File: src/rtl/t80_alu16_pkg.sv
// Shared definitions for the nibble-serial 16-bit arithmetic sequencer:
// operation encodings, FSM state enum, flag bit positions and op helpers.
package t80_alu16_pkg;

    localparam logic [1:0] OP_ADD = 2'b00;
    localparam logic [1:0] OP_ADC = 2'b01;
    localparam logic [1:0] OP_SUB = 2'b10;
    localparam logic [1:0] OP_SBC = 2'b11;

    typedef enum logic [2:0] {
        IDLE,
        N0,
        N1,
        N2,
        N3,
        DONE
    } state_t;

    // Bit positions inside flags = {S,Z,H,V,N,C}
    localparam int unsigned FLG_S = 5;
    localparam int unsigned FLG_Z = 4;
    localparam int unsigned FLG_H = 3;
    localparam int unsigned FLG_V = 2;
    localparam int unsigned FLG_N = 1;
    localparam int unsigned FLG_C = 0;

    function automatic logic is_sub(input logic [1:0] o);
        return (o == OP_SUB) || (o == OP_SBC);
    endfunction

    // Carry fed into nibble 0; subtracts use A + ~B + 1 - borrow_in.
    function automatic logic cin_eff(input logic [1:0] o, input logic c);
        logic r;
        case (o)
            OP_ADD:  r = 1'b0;
            OP_ADC:  r = c;
            OP_SUB:  r = 1'b1;
            default: r = ~c;
        endcase
        return r;
    endfunction

endpackage

File: src/rtl/AddSub.sv
// Generic adder/subtractor: Res = A + (Sub ? ~B : B) + Carry_In.
module AddSub #(
    parameter int unsigned WIDTH = 4
) (
    input  logic [WIDTH-1:0] A,
    input  logic [WIDTH-1:0] B,
    input  logic             Sub,
    input  logic             Carry_In,
    output logic [WIDTH-1:0] Res,
    output logic             Carry
);

    logic [WIDTH-1:0] b_x;
    logic [WIDTH:0]   sum;

    // Conditional inversion of B followed by a carry-in add
    always_comb begin
        b_x = Sub ? ~B : B;
        sum = {1'b0, A} + {1'b0, b_x} + (WIDTH+1)'(Carry_In);
        Res   = sum[WIDTH-1:0];
        Carry = sum[WIDTH];
    end

endmodule

File: src/rtl/t80_alu16_seq.sv
// Nibble-serial 16-bit ADD/ADC/SUB/SBC sequencer sharing one 4-bit AddSub.
// Optional feature macro: T80_ALU16_OVF_EN (defined: V flag computed,
// undefined: V forced to 0 and the overflow latches are not built).
module t80_alu16_seq
    import t80_alu16_pkg::*;
#(
    parameter int unsigned OP_W = 2
) (
    input  logic            CLK_n,
    input  logic            RESET_n,
    input  logic            CEN,
    input  logic            start,
    input  logic [OP_W-1:0] op,
    input  logic [15:0]     a,
    input  logic [15:0]     b,
    input  logic            cin,
    output logic            busy,
    output logic            done,
    output logic [15:0]     res,
    output logic [5:0]      flags
);

    state_t state, state_next;

    logic [15:0]     a_q, b_q;
    logic [OP_W-1:0] op_q;
    logic            carry_q;
    logic            half_q;
`ifdef T80_ALU16_OVF_EN
    logic            a15_q;
    logic            beff15_q;
`endif

    logic       accept;
    logic       sub_q;
    logic [3:0] a_nib, b_nib, sum_nib;
    logic       cout;
    logic [5:0] flags_next;

    assign accept = CEN && start && (state == IDLE || state == DONE);
    assign sub_q  = is_sub(op_q);

    // State register
    always_ff @(posedge CLK_n) begin
        if (!RESET_n)
            state <= IDLE;
        else
            state <= state_next;
    end

    // Next-state logic; everything holds while CEN is low
    always_comb begin
        state_next = state;
        if (CEN) begin
            case (state)
                IDLE:    state_next = start ? N0 : IDLE;
                N0:      state_next = N1;
                N1:      state_next = N2;
                N2:      state_next = N3;
                N3:      state_next = DONE;
                DONE:    state_next = start ? N0 : IDLE;
                default: state_next = IDLE;
            endcase
        end
    end

    // Status outputs decoded from state
    always_comb begin
        busy = (state == N0) || (state == N1) || (state == N2) || (state == N3);
        done = (state == DONE);
    end

    // Nibble mux feeding the shared adder
    always_comb begin
        case (state)
            N1:      begin a_nib = a_q[7:4];   b_nib = b_q[7:4];   end
            N2:      begin a_nib = a_q[11:8];  b_nib = b_q[11:8];  end
            N3:      begin a_nib = a_q[15:12]; b_nib = b_q[15:12]; end
            default: begin a_nib = a_q[3:0];   b_nib = b_q[3:0];   end
        endcase
    end

    AddSub #(
        .WIDTH(4)
    ) u_addsub (
        .A        (a_nib),
        .B        (b_nib),
        .Sub      (sub_q),
        .Carry_In (carry_q),
        .Res      (sum_nib),
        .Carry    (cout)
    );

    // Flags evaluated with the top nibble still coming out of the adder
    always_comb begin
        flags_next        = '0;
        flags_next[FLG_S] = sum_nib[3];
        flags_next[FLG_Z] = ({sum_nib, res[11:0]} == 16'h0000);
        flags_next[FLG_H] = half_q ^ sub_q;
        flags_next[FLG_N] = sub_q;
        flags_next[FLG_C] = cout ^ sub_q;
`ifdef T80_ALU16_OVF_EN
        flags_next[FLG_V] = (a15_q == beff15_q) && (sum_nib[3] != a15_q);
`else
        flags_next[FLG_V] = 1'b0;
`endif
    end

    // Operand latches, carry chain, result nibbles and flags
    always_ff @(posedge CLK_n) begin
        if (!RESET_n) begin
            a_q      <= '0;
            b_q      <= '0;
            op_q     <= '0;
            carry_q  <= 1'b0;
            half_q   <= 1'b0;
            res      <= '0;
            flags    <= '0;
`ifdef T80_ALU16_OVF_EN
            a15_q    <= 1'b0;
            beff15_q <= 1'b0;
`endif
        end else if (CEN) begin
            if (accept) begin
                a_q      <= a;
                b_q      <= b;
                op_q     <= op;
                carry_q  <= cin_eff(op, cin);
`ifdef T80_ALU16_OVF_EN
                a15_q    <= a[15];
                beff15_q <= b[15] ^ is_sub(op);
`endif
            end
            case (state)
                N0: begin
                    res[3:0] <= sum_nib;
                    carry_q  <= cout;
                end
                N1: begin
                    res[7:4] <= sum_nib;
                    carry_q  <= cout;
                end
                N2: begin
                    res[11:8] <= sum_nib;
                    carry_q   <= cout;
                    half_q    <= cout;
                end
                N3: begin
                    res[15:12] <= sum_nib;
                    carry_q    <= cout;
                    flags      <= flags_next;
                end
                default: ;
            endcase
        end
    end

endmodule

File: config.mk
export PLATFORM = sky130hd
export DESIGN_NAME = t80_alu16_seq
export DESIGN_NICKNAME = d
export VERILOG_FILES = /design/src/rtl/t80_alu16_pkg.sv /design/src/rtl/AddSub.sv /design/src/rtl/t80_alu16_seq.sv
export SDC_FILE = /design/constraint.sdc
export NUM_CORES = 1
export LEC_CHECK = 0
export CORE_MARGIN = 8
export CORE_UTILIZATION = 40
export DETAILED_ROUTE_END_ITERATION = 8
export PLACE_DENSITY = 0.66
export SYNTH_ARGS = -nofsm -noshare
export SYNTH_HDL_FRONTEND = slang
export SYNTH_SLANG_ARGS = --single-unit
File: constraint.sdc
create_clock -name CLK_n -period 4.8 [get_ports CLK_n]
set_input_delay 0.96 -clock CLK_n [delete_from_list [all_inputs] [get_ports CLK_n]]
set_output_delay 0.96 -clock CLK_n [all_outputs]
set_load 0.05 [all_outputs]
==> flow_metrics.tcl <==
set metrics [dict create \
    status "complete, no violations" \
    core_sq_mm 0.00676 \
    htreeDepth 3 \
    fmax_mhz 273 \
    postCtsSetupRepairBufs 0 \
    min_period_over_period_pct 76.3 \
    n_antenna_cell 0 \
    syn-num-nets 384 \
    detail-route-antenna-nets 0 \
    num-fill-cells 677 \
    slew_headroom_pct 19.1 \
    post_cts_resized 0 \
    crit_fanout 18 \
    clock_latency_ns 0.34 \
    postLayoutCellArea_sq_mm 0.00352 \
    rsz0062_at_grt "no" \
    arrival_ns 2.70 \
    setup_viol 0 \
    synth_warnings 0 \
    grt_max_degree 53 \
    syn_avg_cell_area_sq_um 8.17 \
    r2r_slack_ns 1.15 \
    clock-root-buffer "clkbuf_8" \
    r2r_end "flags[4]" \
    hp-class "register to register" \
    ir_worst_vdd_mv 0.135 \
    die_h_microns 99.3 \
    critPathLaunch "state[2]" \
    syn2layout_area_growth_pct 26.9 \
    start_util_pct 41.1 \
    clkSlewWorstSetupHoldPaths_ns 0.07 \
    endpoint "done" \
    synthTopCellsByCount "85 x nand2_1, 58 x dfxtp_1, 46 x a21oi_1" \
    cp.required_ns 3.84 \
    worstMarginPinSlew_ns 1.21 \
    drt-total-wl_microns 6880 \
    fin_util_pct 52.1 \
    end_kind "output port" \
    max_cap_viol_count 0 \
    synthCells 340 \
    ys_ff_latch 58 \
    post_dp_cell_area_sq_mm 0.00333 \
    cts_tree "yes" \
    multi_input_area_sq_mm 0.00144 \
    numPortBuffers 61 \
    synth_cell_types 48 \
    ios 63 \
    synth_seq_area_share_pct 41.8 \
    die_w_microns 99.3 \
    routed_via_density 5.18 \
    cts_buffers 9 \
    grt.total_usage_pct 14.3 \
    layout_min_cycle_time_ns 3.66 \
    drive_above_1_share_pct 5.88 \
    syn-cell-area_sq_mm 0.00278 \
    worst_clock_skew_ns 0.00615 \
    wl_per_cell_microns 14.6 \
    antenna_found_initial 0 \
    leakagePower_nw 1.21 \
    ff_latch_area_sq_mm 0.00116 \
    yosysTopAreaCellShare_pct 41.8 \
    post-synth-top-count-cell "nand2_1" \
    globalplace.congestion 0.830 \
    floorplan.rows 30 \
    drc 0 \
    synth_flop_cell "dfxtp_1" \
    tns_ns 0 \
    report.final.slew_viol_count 0 \
    synth.largest_area_cell "dfxtp_1" \
    drtPass1Iterations 4 \
    async_flop_share_pct 0 \
    grt_pass1_vias 2346 \
    finalHoldViolCount 0 \
    postCtsHoldBufs 0 \
    grt_pass1_wl_microns 11400 \
    vias 2442 \
    cts.sinks 58 \
    crit_type "register to output port" \
    crit_path_start_kind "register" \
    power_density_mw_per_mm2 330 \
    reg2reg_from "state[1]" \
    reg2reg_depth 10 \
    dp_hpwl_microns 4960 \
    drtIter0Drc 123 \
    overflow 0 \
    synth_edf_count 0 \
    layout.nets 431 \
    clockBufferDepth 2 \
    dieArea_sq_mm 0.00986 \
    synthTopCellsByArea "dfxtp_1 42%, nand2_1 11%, a21oi_1 8.3%" \
]
metrics by stage:
stage	power [mW]	hold slack (ns)	setup slack, ns	std cells
2_1_floorplan	0.668	0.436	1.94	340
3_3_place_gp	0.730	0.447	1.33	456
3_5_place_dp	0.732	0.452	1.21	456
4_1_cts	1.17	0.461	1.15	471
5_1_grt	1.22	0.478	0.892	471
6_report	1.16	0.458	1.14	471
power by group:
| part | leakage (nW) | switching, mW | internal (mW) | total, mW |
|---|---|---|---|---|
| combinational | 0.649 | 0.110 | 0.0898 | 0.200 |
| clock | 0.0941 | 0.192 | 0.249 | 0.441 |
| sequential | 0.471 | 0.0219 | 0.501 | 0.523 |
logic make-up after synthesis:
kind of cell               count (synthesis)  synth area share [%]
muxes                                      6                  2.16
xor gates and xnor gates                  14                  5.09
DFF                                       58                  41.8
AOI/OAI and AO/OA                         93                  20.5
adders and majority gates                  5                  2.79
buffers and inverters                     30                  6.35
and+or+nand+nor                          133                  21.2
other                                      1                 0.135
state kept, by name, indices dropped and copies added (netlist names):
name / count
a_q: 16
b_q: 16
res: 16
flags: 4
state: 3
carry_q: 1
half_q: 1
op_q: 1
cells in the final DEF (no fill, tap or decap), types with 2 or more instances in the layout:
cell type        count
dfxtp_1             58
mux2i_1              6
a221oi_1             2
clkinvlp_4           2
o21ai_0              8
clkinv_2             2
clkdlybuf4s50_1     61
nor2b_1              4
clkbuf_8            10
ha_1                 3
o22a_1               3
o22ai_1             14
or4_1                2
inv_1                4
a211o_1              2
nor3_1               4
o32ai_1              3
fa_1                 2
nand2b_1             4
xnor2_1             10
nand3_1              2
a211oi_1             5
nor2_1              23
xor2_1               3
nor2_4               2
a21oi_1             46
nand2_1             85
worst min-delay path by stage:
stage               startpoint  slack [ns]  cells past startpoint  endpoint
detailed placement     a_q[13]        0.45                      2   a_q[13]
CTS                    a_q[13]        0.46                      2   a_q[13]
global route            b_q[9]        0.48                      2    b_q[9]
finish                 a_q[13]        0.46                      2   a_q[13]
global placement       a_q[12]        0.45                      2   a_q[12]
floorplan               a_q[5]        0.44                      2    a_q[5]
area by class of cell:
class | instances | area share, %
Clock buffer | 10 | 3.91
Clock inverter | 5 | 1.56
Inverter | 5 | 0.533
Multi-Input combinational cell | 252 | 40.9
Sequential cell | 58 | 33.0
Tap cell | 80 | 2.84
Timing Repair Buffer | 61 | 17.3
metal layers:
metal  up-vias  GRT usage [%]  part of all wire, %
met5         -              0                    0
met3        11           4.89                  5.6
met2        58           22.5                   46
li1       1265              -                    -
met4         0           5.94                  1.4
met1      1108           17.5                   47
critical path: stages, from the launching register on:
cell	delay [ns]
dfxtp_1	0.84
nand2b_1	0.45
nor2_1	0.25
clkdlybuf4s50_1	0.83
No activity file was read; power rests on OpenSTA's default activity.
